[config.mk]
export PLATFORM = sky130hd
export DESIGN_NAME = handshake_master
export DESIGN_NICKNAME = d
export VERILOG_FILES = /design/src/rtl/handshake_master.sv
export SDC_FILE = /design/constraint.sdc
export NUM_CORES = 1
export LEC_CHECK = 0
export CAP_MARGIN = 10
export CORE_MARGIN = 4
export CORE_UTILIZATION = 45
export DETAILED_ROUTE_END_ITERATION = 6
export PLACE_DENSITY = 0.68
export SETUP_SLACK_MARGIN = 0.5
export SLEW_MARGIN = 20
export SYNTH_ARGS = -nofsm -noshare
export SYNTH_HDL_FRONTEND = slang
export SYNTH_SLANG_ARGS = --single-unit
[constraint.sdc]
create_clock -name clk -period 6.8 [get_ports clk]
set_input_delay 1.36 -clock clk [delete_from_list [all_inputs] [get_ports clk]]
set_output_delay 1.36 -clock clk [all_outputs]
set_load 0.01 [all_outputs]
[src/rtl/handshake_master.sv]
// Valid/ready source stage: a DEPTH-entry FIFO feeding one output register.
// Data written by the local producer leaves in write order; the total capacity is DEPTH+1 words.
module handshake_master #(
    parameter int WIDTH = 8,
    parameter int DEPTH = 4,
    localparam int AW = $clog2(DEPTH)
) (
    input  logic             clk,
    input  logic             rst_n,
    input  logic             wr_en,
    input  logic [WIDTH-1:0] wr_data,
    output logic             full,
    output logic             overflow,
    output logic             valid,
    output logic [WIDTH-1:0] data_out,
    input  logic             ready,
    output logic [AW+1:0]    level,
    output logic [15:0]      tx_cnt
);

    typedef enum logic {EMPTY, HOLD} state_t;

    state_t           state;
    logic [WIDTH-1:0] mem [DEPTH];
    logic [AW-1:0]    wr_ptr;
    logic [AW-1:0]    rd_ptr;
    logic [AW:0]      fifo_cnt;
    logic             xfer;
    logic             push;
    logic             pop;

    assign valid = (state == HOLD);
    assign xfer  = valid && ready;
    assign full  = (fifo_cnt == (AW+1)'(DEPTH));
    assign level = {1'b0, fifo_cnt} + (AW+2)'(valid);
    assign pop   = xfer && (fifo_cnt != '0);
    // A write goes to the FIFO only when the output register cannot take it directly.
    assign push  = wr_en && !full && valid && !(ready && (fifo_cnt == '0));

    always_ff @(posedge clk) begin
        if (push) begin
            mem[wr_ptr] <= wr_data;
        end
    end

    always_ff @(posedge clk) begin
        if (!rst_n) begin
            state    <= EMPTY;
            data_out <= '0;
            overflow <= 1'b0;
            tx_cnt   <= '0;
            wr_ptr   <= '0;
            rd_ptr   <= '0;
            fifo_cnt <= '0;
        end else begin
            if (wr_en && full) begin
                overflow <= 1'b1;
            end
            if (xfer) begin
                tx_cnt <= tx_cnt + 16'd1;
            end
            if (push) begin
                wr_ptr <= wr_ptr + AW'(1);
            end
            if (pop) begin
                rd_ptr <= rd_ptr + AW'(1);
            end
            if (push && !pop) begin
                fifo_cnt <= fifo_cnt + (AW+1)'(1);
            end else if (pop && !push) begin
                fifo_cnt <= fifo_cnt - (AW+1)'(1);
            end
            // The FIFO is always empty in EMPTY, so a write there can never be dropped.
            case (state)
                EMPTY: begin
                    if (wr_en) begin
                        data_out <= wr_data;
                        state    <= HOLD;
                    end
                end
                HOLD: begin
                    if (xfer) begin
                        if (pop) begin
                            data_out <= mem[rd_ptr];
                        end else if (wr_en) begin
                            data_out <= wr_data;
                        end else begin
                            state <= EMPTY;
                        end
                    end
                end
                default: state <= EMPTY;
            endcase
        end
    end

endmodule
Word level (Yosys, flattened, before mapping)
Memory sizes are Yosys's and may differ from the RTL's. A register that Yosys moved wholly into a read port is not among the register bits.
Index checks and enable logic that the tools add are counted.
Widths: inputs -> output; s select.
Word-level totals
  bits in registers: 33
  memory bits (writable): 32
  output and inout bits: 31
  memories kept: 1
Operators by class
  reductions and logical operators: 16
  add/subtract/negate cells: 6
  multiplexer cells: 14
  bitwise operators: 1
  equal/unequal tests: 2
Memories
  mem: depth 4, width 8, rd ports 1, clocked after memory_dff 1, write ports 1, RTL line 24  | logic [WIDTH-1:0] mem [DEPTH];
Operator list (count)
  $mux 8: 3
  $add 16x1->16 const B: 1
  $pmux 8 s2: 1
  $logic_and 1x1->1: 9
  $mux 3: 2
  $mux 1: 5
  $add 2x1->2 const B: 2
  $add 3x1->4: 1
  $logic_not 1->1: 4
  $mux 2: 2
  $add 3x1->3 const B: 1
  $eq 3x3->1 const B: 1
  $logic_not 3->1: 1
  $reduce_bool 3->1: 1
  $sub 3x1->3 const B: 1
  $ne 2x1->1 const B: 1
  $pmux 1 s2: 1
  $reduce_bool 2->1: 1
  $not 1->1: 1

Logic depth before layout (Yosys ltp)
Gate-level depths: netlist of run 1.
  depth in word-level cells: 9
  mapped depth: 10
  gate-level depth less buffers: 8

Worst setup path after synthesis of run 1
No wires, ideal clock.
  kind: input -> register
  start: input ready
  end: register fifo_cnt[2]
  slack: 3.762 ns
  arrival: 2.969 ns
  stages: 9
  path buffers: 1
  library setup time: 0.070 ns
  cell sequence: nor2_1 o311a_1 clkbuf_1 ha_1 inv_1 fa_1 xor2_1 or3_1 a21oi_1
Between the ends
  longest elaborated chain between the ends: 6
RTL lines
  start: declaration: RTL line 16  | input logic ready,
  $logic_and 1x1->1 *: RTL line 38  | assign push = wr_en && !full && valid && !(ready && (fifo_cnt == '0));
  $logic_not 1->1 *: RTL line 38
  $logic_and 1x1->1 *: RTL line 38
  net push: RTL line 29  | logic push;
  $logic_not 1->1: RTL line 70  | end else if (pop && !push) begin
  $logic_and 1x1->1: RTL line 70
  $reduce_bool 2->1 (no source line)
  end signal: assignment: RTL line 69  | fifo_cnt <= fifo_cnt + (AW+1)'(1);
  end signal: assignment: RTL line 71  | fifo_cnt <= fifo_cnt - (AW+1)'(1);
  end: declaration: RTL line 27  | logic [AW:0] fifo_cnt;
The timed path passes the listed nets; every way through them passes the cells marked *.
A chain may end at the register's enable or synchronous reset.

Worst setup path in the final report of run 1
  start: input wr_en
  end: register fifo_cnt[2]
Between the ends
  longest elaborated chain between the ends: 6
RTL lines
  start: declaration: RTL line 10  | input logic wr_en,
  $logic_and 1x1->1 * (3 in a row): RTL line 38
  $logic_not 1->1: RTL line 70
  $logic_and 1x1->1: RTL line 70
  $reduce_bool 2->1 (no source line)
Mark *: on every way between the ends. The rest lies on a longest branch, timed or not.

==> results.py, run 1 <==
metrics = {
    "status": {
        "status": "completed",
    },
    "synth": {
        "synthCells": 226,
        "netlist_top_cells_area": "edfxtp_1 34%, dfxtp_1 25%, mux4_2 6.4%",
        "synth_area_leader_cell": "edfxtp_1",
        "ys_async_sr_fraction": 0,
        "seq_area_frac_synth": 0.5905,
        "ys_types": 33,
        "ys_warn_count": 0,
        "ys_top_cells_by_count": "35 x dfxtp_1, 32 x edfxtp_1, 20 x nor2_1",
        "synth_top_cell_area_share": 0.3415,
        "synth_edf_count": 32,
        "syn_area_mm2": 0.002814,
        "syn_nets": 247,
        "synth-seq-cells": 67,
        "yosys.cell_count.top_type": "dfxtp_1",
        "synth_ff_type": "dfxtp_1",
        "syn_area_per_cell_um2": 12.45,
    },
    "clock_network": {
        "insertion_delay_ns": 0.34,
        "cts_tree": "built",
        "post_cts_buffers": 0,
        "cts.htree.levels": 3,
        "clock_sinks": 67,
        "cts_resized": 0,
        "clk_path_buf_depth": 2,
        "clk_pin_slew_ns": 0.07,
        "cts_buffers": 9,
        "clock-root-buffer": "clkbuf_8",
        "ctsHoldBuffers": 0,
    },
    "sta": {
        "fin_crit_ns": 3.615,
        "setup-violations-final": 0,
        "period_share": 0.5316,
        "worst_slack_ns": 3.185,
        "timing.setup.tns_ns": 0,
        "hold_viol_final": 0,
        "worst-slew-pin-transition_ns": 0.5898,
        "rsz0062_at_grt": "no",
        "skew_ns": 0.002978,
        "slew_headroom": 0.6056,
        "fmax_ghz": 0.2767,
        "final_max_slew_viol_count": 0,
    },
    "power_and_ir_drop": {
        "p_sw_frac": 0.2305,
        "p_int_mw": 0.6823,
        "clkPwrFrac": 0.407,
        "irDropWorstVdd_uv": 180.4,
        "power_leakage_nw": 1.207,
        "power_density_mw_per_mm2": 253.2,
        "p_comb_frac": 0.086,
        "p_seq_frac": 0.507,
        "p_switching_mw": 0.2044,
    },
    "worst_setup_path": {
        "critPathLaunchType": "primary input",
        "crit_fanout": 11,
        "worstSetupEndpointType": "flip-flop",
        "worst_ep_arrival_time_ns": 3.88,
        "crit_type": "in2reg",
        "cp.required_ns": 7.07,
        "r2r_slack_ns": 4.49,
    },
    "layout": {
        "final_cells": 348,
        "syn2layout_area_growth_pct": 24.46,
        "fin_util": 0.5846,
        "nNetsFinal": 289,
        "multi_input_area_mm2": 0.001072,
        "seqCellArea_mm2": 0.001662,
        "design_area_mm2": 0.003502,
        "fill_cells": 496,
        "drive_gt1_frac": 0.1062,
        "diodes": 0,
    },
    "route": {
        "route.detailed.drc": 0,
        "dr_wl_met3_um": 261,
        "routed_wl_um": 5670,
        "topRoutingLayerUsed": "met4",
        "drt_iter0_markers": 125,
        "vias": 1863,
        "dr.pass1.iters": 4,
        "wl_per_cell_um": 16.29,
        "via_per_inst": 5.353,
        "wl_met2_um": 2621,
        "drtAntennaViolNets": 0,
        "wl_met1_um": 2642,
    },
    "die": {
        "pin_count": 43,
        "num_rows": 28,
        "core_area_mm2": 0.005991,
        "initial_utilization": 0.4697,
        "die_w_um": 87.08,
        "die-area_mm2": 0.007582,
        "die_y_um": 87.08,
    },
    "place": {
        "hpwl_um": 3966,
        "dp_slack_ns": 2.830,
        "placed_cell_area_mm2": 0.003286,
        "portBuffers": 42,
        "dp_cells": 332,
        "place.gp.congestion": 0.7277,
    },
    "job": {
        "drv_cap": 0,
    },
    "grt": {
        "grt_pass1_vias": 1818,
        "antenna_found_initial": 0,
        "grt_overflow": 0,
        "grt_max_degree": 26,
        "track_usage": 0.1683,
        "grt_pass1_wl_um": 9459,
    },
    "hold_path": {
        "hp-class": "reg2reg",
    },
}
-- cell type report --
type / instances / share of cell area
timing repair buffer: 42 / 0.1200
tap: 75 / 0.02680
clock buffer: 10 / 0.03644
clock inverter: 6 / 0.02537
multi-input combinational: 138 / 0.3062
inverter: 10 / 0.01072
sequential: 67 / 0.4745
-- final timing paths --
kind / from / endpoint / depth (start not counted)
hold reg to reg: tx_cnt[1]$_SDFFE_PN0N_ / tx_cnt[1]$_SDFFE_PN0N_ / 2
setup reg to reg: fifo_cnt[0]$_SDFFE_PN0P_ / fifo_cnt[2]$_SDFFE_PN0P_ / 8
hold / removal: tx_cnt[1]$_SDFFE_PN0N_ / tx_cnt[1]$_SDFFE_PN0N_ / 2
setup / recovery: wr_en / fifo_cnt[2]$_SDFFE_PN0P_ / 8
-- per-stage QoR --
step / hold slack [ns] / power (mW)
CTS: 0.4930 / 0.8929
finish: 0.4900 / 0.8867
detailed placement: 0.4835 / 0.5364
global placement: 0.4673 / 0.5337
floorplan: 0.4847 / 0.4971
global route: 0.5390 / 0.9247
-- metal layers --
| metal | track usage | vias up |
|---|---|---|
| met5 | 0 | - |
| met4 | 0.08782 | 0 |
| met2 | 0.2415 | 35 |
| met1 | 0.2410 | 902 |
| met3 | 0.03217 | 13 |
| li1 | - | 913 |
-- state kept, by name (all words and copies together) (netlist names), named ones only --
register	flops
valid	1
rd_ptr	2
mem	32
wr_ptr	2
data_out	8
overflow	1
fifo_cnt	3
tx_cnt	16
-- cells by family after synthesis --
family | count (synthesis) | share of synthesized area
XOR/XNOR | 15 | 0.04669
adder cells (fa/ha/maj) | 9 | 0.04269
buffers and inverters | 21 | 0.02845
AND/OR/NAND/NOR | 61 | 0.1121
flip-flops | 67 | 0.5905
AO/OA/AOI/OAI | 34 | 0.07648
multiplexers | 19 | 0.1032
-- cell usage in the layout, fill, tap and decap left out, types with 2 or more instances in the layout --
cell type and instances:
a21oi_1 9, a32oi_1 8, and2_1 4, and3_1 3, bufinv_16 2, clkbuf_8 9
clkdlybuf4s50_1 42, clkinvlp_4 2, dfxtp_1 35, edfxtp_1 32, ha_1 8, inv_1 9
mux2i_1 11, mux4_2 8, nand2_1 13, nand3_1 3, nand4_1 3, nor2_1 20
nor3_1 3, o21ai_0 14, or3_1 5, or4_4 2, xnor2_1 7, xor2_1 8
-- power by group through the flow --
| stage | combinational, mW | sequential (mW) | clock, mW |
|---|---|---|---|
| 2_1_floorplan | 0.0427 | 0.454 | 0 |
| 3_3_place_gp | 0.0752 | 0.458 | 0 |
| 3_5_place_dp | 0.0776 | 0.459 | 0 |
| 4_1_cts | 0.0780 | 0.450 | 0.365 |
| 5_1_grt | 0.0847 | 0.452 | 0.388 |
| 6_report | 0.0767 | 0.450 | 0.360 |
-- critical path, cell delays in order --
cell and delay [ns]:
clkdlybuf4s50_1 0.84, o311a_1 0.41, ha_1 0.22, inv_1 0.06
fa_1 0.37, xor2_1 0.16, or3_1 0.31, a21oi_1 0.14
No activity file was read; power rests on OpenSTA's default activity.
==> run 2: changes to the inputs <==
==> constraint.sdc (replaced) <==
create_clock -name clk -period 3.6 [get_ports clk]
set_input_delay 0.72 -clock clk [delete_from_list [all_inputs] [get_ports clk]]
set_output_delay 0.72 -clock clk [all_outputs]
set_load 0.01 [all_outputs]
==> run 2 against run 1 <==
Clock skew rose by 0.0025 ns. Die area is the same. Worst setup slack worse by 2.3 ns. Final cell count grew 0.29%. Count of clock-buffer cells in the layout unchanged. Global-route usage is 1.1 points lower. Power up 78%. First-iteration DRC count is 20% lower. Clock power increased by 61%. Largest cell class unchanged.
==> results.py, run 2 (synthesis results as in run 1) <==
metrics = {
    "status": {
        "status": "completed",
    },
    "worst_setup_path": {
        "critPathMaxStageDelay_ns": 0.55,
        "cp.required_ns": 3.85,
        "crit_fanout": 7,
        "cp_slowest_cell": "clkdlybuf4s50_1",
        "worst_ep_arrival_time_ns": 3.01,
        "path_cells": "clkdlybuf4s50_1, nor2_1, o311a_1, ha_1, inv_1, fa_1, xor2_1, or3_1, a21oi_1",
        "crit_type": "in2reg",
        "worstSetupEndpointType": "flip-flop",
        "critPathLaunchType": "primary input",
    },
    "sta": {
        "period_share": 0.7656,
        "hold_viol_final": 0,
        "timing.setup.tns_ns": 0,
        "skew_ns": 0.005476,
        "worst-slew-pin-transition_ns": 0.5834,
        "fin_crit_ns": 2.756,
        "slew_headroom": 0.6106,
        "rsz0062_at_grt": "no",
        "final_max_slew_viol_count": 0,
        "setup-violations-final": 0,
        "fmax_ghz": 0.3628,
    },
    "route": {
        "dr_wl_met3_um": 227,
        "dr.pass1.iters": 4,
        "wl_met1_um": 2564,
        "vias": 1822,
        "route.detailed.drc": 0,
        "drt_iter0_markers": 100,
        "drtAntennaViolNets": 0,
        "topRoutingLayerUsed": "met4",
        "via_per_inst": 5.221,
        "wl_met2_um": 2703,
        "wl_per_cell_um": 15.93,
        "routed_wl_um": 5561,
    },
    "job": {
        "drv_cap": 0,
    },
    "die": {
        "num_rows": 28,
        "core_area_mm2": 0.005991,
        "pin_count": 43,
        "die_w_um": 87.08,
        "die-area_mm2": 0.007582,
        "initial_utilization": 0.4697,
        "die_y_um": 87.08,
    },
    "layout": {
        "reg_top3": "mem (32), tx_cnt (16), data_out (8)",
        "final_cells": 349,
        "syn2layout_area_growth_pct": 23.57,
        "fin_util": 0.5804,
        "nNetsFinal": 290,
        "drive_gt1_frac": 0.1058,
        "layout_commonest_cell": "clkdlybuf4s50_1",
        "largest_reg_flops": 32,
        "final_cell_mix": "42 x clkdlybuf4s50_1, 35 x dfxtp_1, 32 x edfxtp_1",
        "top_register": "mem",
        "diodes": 0,
    },
    "place": {
        "dp_cells": 333,
        "place.gp.congestion": 0.7804,
        "hpwl_um": 3881,
        "portBuffers": 42,
    },
    "clock_network": {
        "cts.htree.levels": 3,
        "cts_buffers": 9,
        "ctsHoldBuffers": 0,
        "insertion_delay_ns": 0.32,
        "clk_path_buf_depth": 2,
        "cts_resized": 0,
        "clock_sinks": 67,
        "cts_tree": "built",
        "post_cts_buffers": 0,
        "clock-root-buffer": "clkbuf_8",
        "clk_pin_slew_ns": 0.07,
    },
    "grt": {
        "grt_overflow": 0,
        "grt_max_degree": 26,
        "grt_pass1_vias": 1771,
        "grt_pass1_wl_um": 9011,
        "antenna_found_initial": 0,
        "track_usage": 0.1576,
    },
    "power_and_ir_drop": {
        "irDropWorstVdd_uv": 214.2,
        "power_density_mw_per_mm2": 452.9,
        "power_leakage_nw": 1.203,
    },
    "hold_path": {
        "hp-class": "reg2reg",
    },
}
-- run 2: cell count changes in the layout (fill, tap and decap cells not counted), sizes merged --
cell and delta:
buf +1, clkinv +3, inv -1, clkinvlp -1
bufinv -1
-- run 2: power by group --
part / internal (mW) / switching [mW]
clock network: 0.314 / 0.267
registers: 0.821 / 0.0280
logic: 0.0780 / 0.0670
total: 1.21 / 0.362
-- run 2: worst max-delay path: cells and delay by family --
kind / cells / cell delay (ns)
and+or+nand+nor: 2 / 0.45
AOI/OAI and AO/OA: 2 / 0.45
buffers and inverters: 2 / 0.61
adders and majority gates: 2 / 0.60
xor gates and xnor gates: 1 / 0.16
-- run 2: stage by stage --
step	setup slack, ns	power, mW	area [µm²]	hold WS [ns]
floorplan	1.202	0.9389	2814	0.4847
global placement	0.5967	1.009	3293	0.4570
detailed placement	0.5109	1.013	3293	0.4669
CTS	0.8517	1.593	3477	0.4885
global route	0.7132	1.653	3477	0.5139
finish	0.8440	1.575	3477	0.4828
-- run 2: final timing paths --
kind | startpoint | to | slack (ns) | depth (start not counted)
max | ready | fifo_cnt[2]$_SDFFE_PN0P_ | 0.84 | 9
min | overflow$_SDFFE_PN0P_ | overflow$_SDFFE_PN0P_ | 0.48 | 2
max reg2reg | fifo_cnt[0]$_SDFFE_PN0P_ | fifo_cnt[2]$_SDFFE_PN0P_ | 1.29 | 8
min reg2reg | overflow$_SDFFE_PN0P_ | overflow$_SDFFE_PN0P_ | 0.48 | 2
-- run 2: metal layers --
layer	global-route usage	vias up
li1	-	910
met1	0.2172	877
met2	0.2436	29
met3	0.03406	6
met4	0.05949	0
met5	0	-
-- run 2: area by class of cell --
type / instances / area, µm²
clock inverters: 6 / 56.30
fillers: 499 / 2514
multi-input cells: 138 / 1072
repair buffers: 43 / 427.9
well taps: 75 / 93.84
clock buffers: 10 / 127.6
flip-flops and latches: 67 / 1662
inverters: 10 / 37.54
==> run 3: changes to the inputs <==
--- a/config.mk
+++ b/config.mk
@@ -9,7 +9,7 @@
 export CORE_MARGIN = 4
 export CORE_UTILIZATION = 45
 export DETAILED_ROUTE_END_ITERATION = 6
-export PLACE_DENSITY = 0.68
+export PLACE_DENSITY = 0.71
 export SETUP_SLACK_MARGIN = 0.5
 export SLEW_MARGIN = 20
 export SYNTH_ARGS = -nofsm -noshare
==> constraint.sdc (replaced) <==
create_clock -name clk -period 2.28 [get_ports clk]
set_input_delay 0.456 -clock clk [delete_from_list [all_inputs] [get_ports clk]]
set_output_delay 0.456 -clock clk [all_outputs]
set_load 0.01 [all_outputs]
==> run 3 against run 2 <==
Count of clock-buffer cells in the layout stayed put. Clock skew rose by 0.0040 ns. Flip-flop and latch count stayed put. Critical path type is now reg2reg. Largest cell class unchanged. Largest power group unchanged. Highest routed layer unchanged.
==> results.py, run 3 (synthesis results as in run 1) <==
metrics = {
    "worst_setup_path": {
        "critical_path_cell_count": 8,
        "critPathLaunchType": "flip-flop",
        "cp.required_ns": 2.54,
        "worstSetupEndpointType": "flip-flop",
        "crit_type": "reg2reg",
        "critPathMaxStageDelay_ns": 0.38,
        "r2r_slack_ns": 0.31,
        "ff2ff_path_depth": 8,
        "crit_fanout": 4,
        "r2r_end": "fifo_cnt[2]$_SDFFE_PN0P_",
        "worst_ep_arrival_time_ns": 2.23,
        "cp_slowest_cell": "o311a_4",
        "cp-startpoint": "fifo_cnt[0]$_SDFFE_PN0P_",
        "r2r_start": "fifo_cnt[0]$_SDFFE_PN0P_",
        "worst-path-buf-inv": 2,
        "path_cells": "o311a_4, inv_4, ha_4, inv_2, fa_2, xor2_2, or3_1, a21oi_1",
        "cpLargestDelayFamily": "compound AO/OA/AOI/OAI gates",
    },
    "die": {
        "die-area_mm2": 0.007582,
        "num_rows": 28,
        "pin_count": 43,
        "die_w_um": 87.08,
        "core_area_mm2": 0.005991,
        "initial_utilization": 0.4697,
        "die_y_um": 87.08,
    },
    "sta": {
        "rsz0062_at_grt": "yes",
        "skew_ns": 0.009510,
        "hold_viol_final": 0,
        "slew_headroom": 0.6929,
        "period_share": 0.8653,
        "timing.hold.ws_ns": 0.4770,
        "fmax_ghz": 0.5069,
        "fin_crit_ns": 1.973,
        "setup-violations-final": 0,
        "worst-slew-pin-transition_ns": 0.4547,
        "final_max_slew_viol_count": 0,
    },
    "power_and_ir_drop": {
        "p_sw_frac": 0.2445,
        "p_comb_frac": 0.118,
        "irDropWorstVdd_uv": 390.0,
        "p_int_mw": 1.968,
        "p_seq_frac": 0.511,
        "p_switching_mw": 0.6366,
        "power_leakage_nw": 1.370,
        "power_mw": 2.604,
        "clkPwrFrac": 0.371,
        "power_density_mw_per_mm2": 695.7,
    },
    "hold_path": {
        "hold_end": "overflow$_SDFFE_PN0P_",
        "hp-class": "reg2reg",
        "hold_start": "overflow$_SDFFE_PN0P_",
        "hold_depth": 2,
    },
    "clock_network": {
        "cts_tree": "built",
        "clock-root-buffer": "clkbuf_8",
        "cts.htree.levels": 3,
        "clk_path_buf_depth": 2,
        "clock_sinks": 67,
        "insertion_delay_ns": 0.33,
        "ctsHoldBuffers": 0,
        "clk_pin_slew_ns": 0.07,
        "cts_buffers": 9,
    },
    "route": {
        "vias": 1953,
        "routed_wl_um": 5981,
        "dr.pass1.iters": 4,
        "route.detailed.drc": 0,
        "drt_iter0_markers": 120,
        "drtAntennaViolNets": 0,
        "via_per_inst": 5.307,
        "wl_per_cell_um": 16.25,
    },
    "layout": {
        "fill_cells": 465,
        "layout_commonest_cell": "edfxtp_1",
        "nNetsFinal": 309,
        "top_register": "mem",
        "final_cell_mix": "32 x edfxtp_1, 31 x clkdlybuf4s50_1, 20 x nor2_1",
        "syn2layout_area_growth_pct": 33.04,
        "drive_gt1_frac": 0.2901,
        "reg_top3": "mem (32), tx_cnt (16), data_out (8)",
        "diodes": 0,
        "largest_reg_flops": 32,
    },
    "grt": {
        "grt_max_degree": 26,
        "grt_pass1_vias": 1958,
        "grt_pass1_wl_um": 9922,
        "grt_overflow": 0,
        "antenna_found_initial": 0,
        "track_usage": 0.1735,
    },
    "place": {
        "portBuffers": 42,
        "hpwl_um": 3977,
        "place.gp.congestion": 0.7209,
    },
    "status": {
        "status": "completed",
    },
    "job": {
        "drv_cap": 0,
    },
}
run 3: cell count changes in the layout (fill, tap and decap cells not counted), sizes merged:
| cell | previous run | this run |
|---|---|---|
| buf | 1 | 22 |
| clkdlybuf4s50 | 42 | 31 |
| dlygate4sd2 | 0 | 4 |
| clkbuf | 10 | 12 |
| dlymetal6s2s | 0 | 2 |
| clkdlybuf4s15 | 0 | 1 |
| clkinv | 4 | 3 |
| inv | 10 | 11 |
run 3: worst max path at each step:
stage	end	slack [ns]
after floorplan	fifo_cnt[2]$_SDFFE_PN0P_	0.24
after global placement	fifo_cnt[2]$_SDFFE_PN0P_	-0.09
after detailed placement	fifo_cnt[2]$_SDFFE_PN0P_	-0.13
after CTS	fifo_cnt[2]$_SDFFE_PN0P_	0.31
after global routing	fifo_cnt[2]$_SDFFE_PN0P_	0.24
final	fifo_cnt[2]$_SDFFE_PN0P_	0.31
run 3: power groups by stage:
stage,logic [mW],clock network [mW],registers (mW)
global placement,0.247,0,1.37
global route,0.333,1.04,1.34
floorplan,0.145,0,1.36
CTS,0.282,0.982,1.33
finish,0.307,0.966,1.33
detailed placement,0.252,0,1.37
run 3: cell type report:
class / instances / area (µm²) / area share
repair buffers: 62 / 568.0 / 0.1517
clock buffers: 10 / 127.6 / 0.03409
well taps: 75 / 93.84 / 0.02507
flip-flops and latches: 67 / 1698 / 0.4535
clock inverters: 6 / 65.06 / 0.01738
inverters: 10 / 40.04 / 0.01070
multi-input cells: 138 / 1151 / 0.3075
run 3: routing by layer:
layer | GRT usage | vias up | wire [µm]
li1 | - | 950 | -
met1 | 0.2374 | 957 | 2823
met2 | 0.2657 | 37 | 2895
met3 | 0.03406 | 9 | 197
met4 | 0.08074 | 0 | 63
met5 | 0 | - | 0
run 3: what timing repair did:
item,4_1_cts,5_1_grt
resized for setup,29,32
pin swaps,6,6
endpoints found under the setup margin,53,58
buffers inserted,7,3
run 3: tightest hold or removal path: cells and delay by family (launching register included):
| kind | cells | cell delay [ns] |
|---|---|---|
| AOI/OAI and AO/OA | 1 | 0.04 |
| DFF | 1 | 0.33 |
| and+or+nand+nor | 1 | 0.07 |
run 3: through the flow:
step	utilization	instances	TNS [ns]	cell area, µm²	setup WS (ns)
floorplan	-	226	0	2884	0.2385
global placement	0.5662	342	-0.1459	3392	-0.09150
detailed placement	0.5662	342	-0.2794	3392	-0.1279
CTS	0.6122	365	0	3667	0.3064
global route	0.6249	368	0	3744	0.2419
finish	0.6249	368	0	3744	0.3071
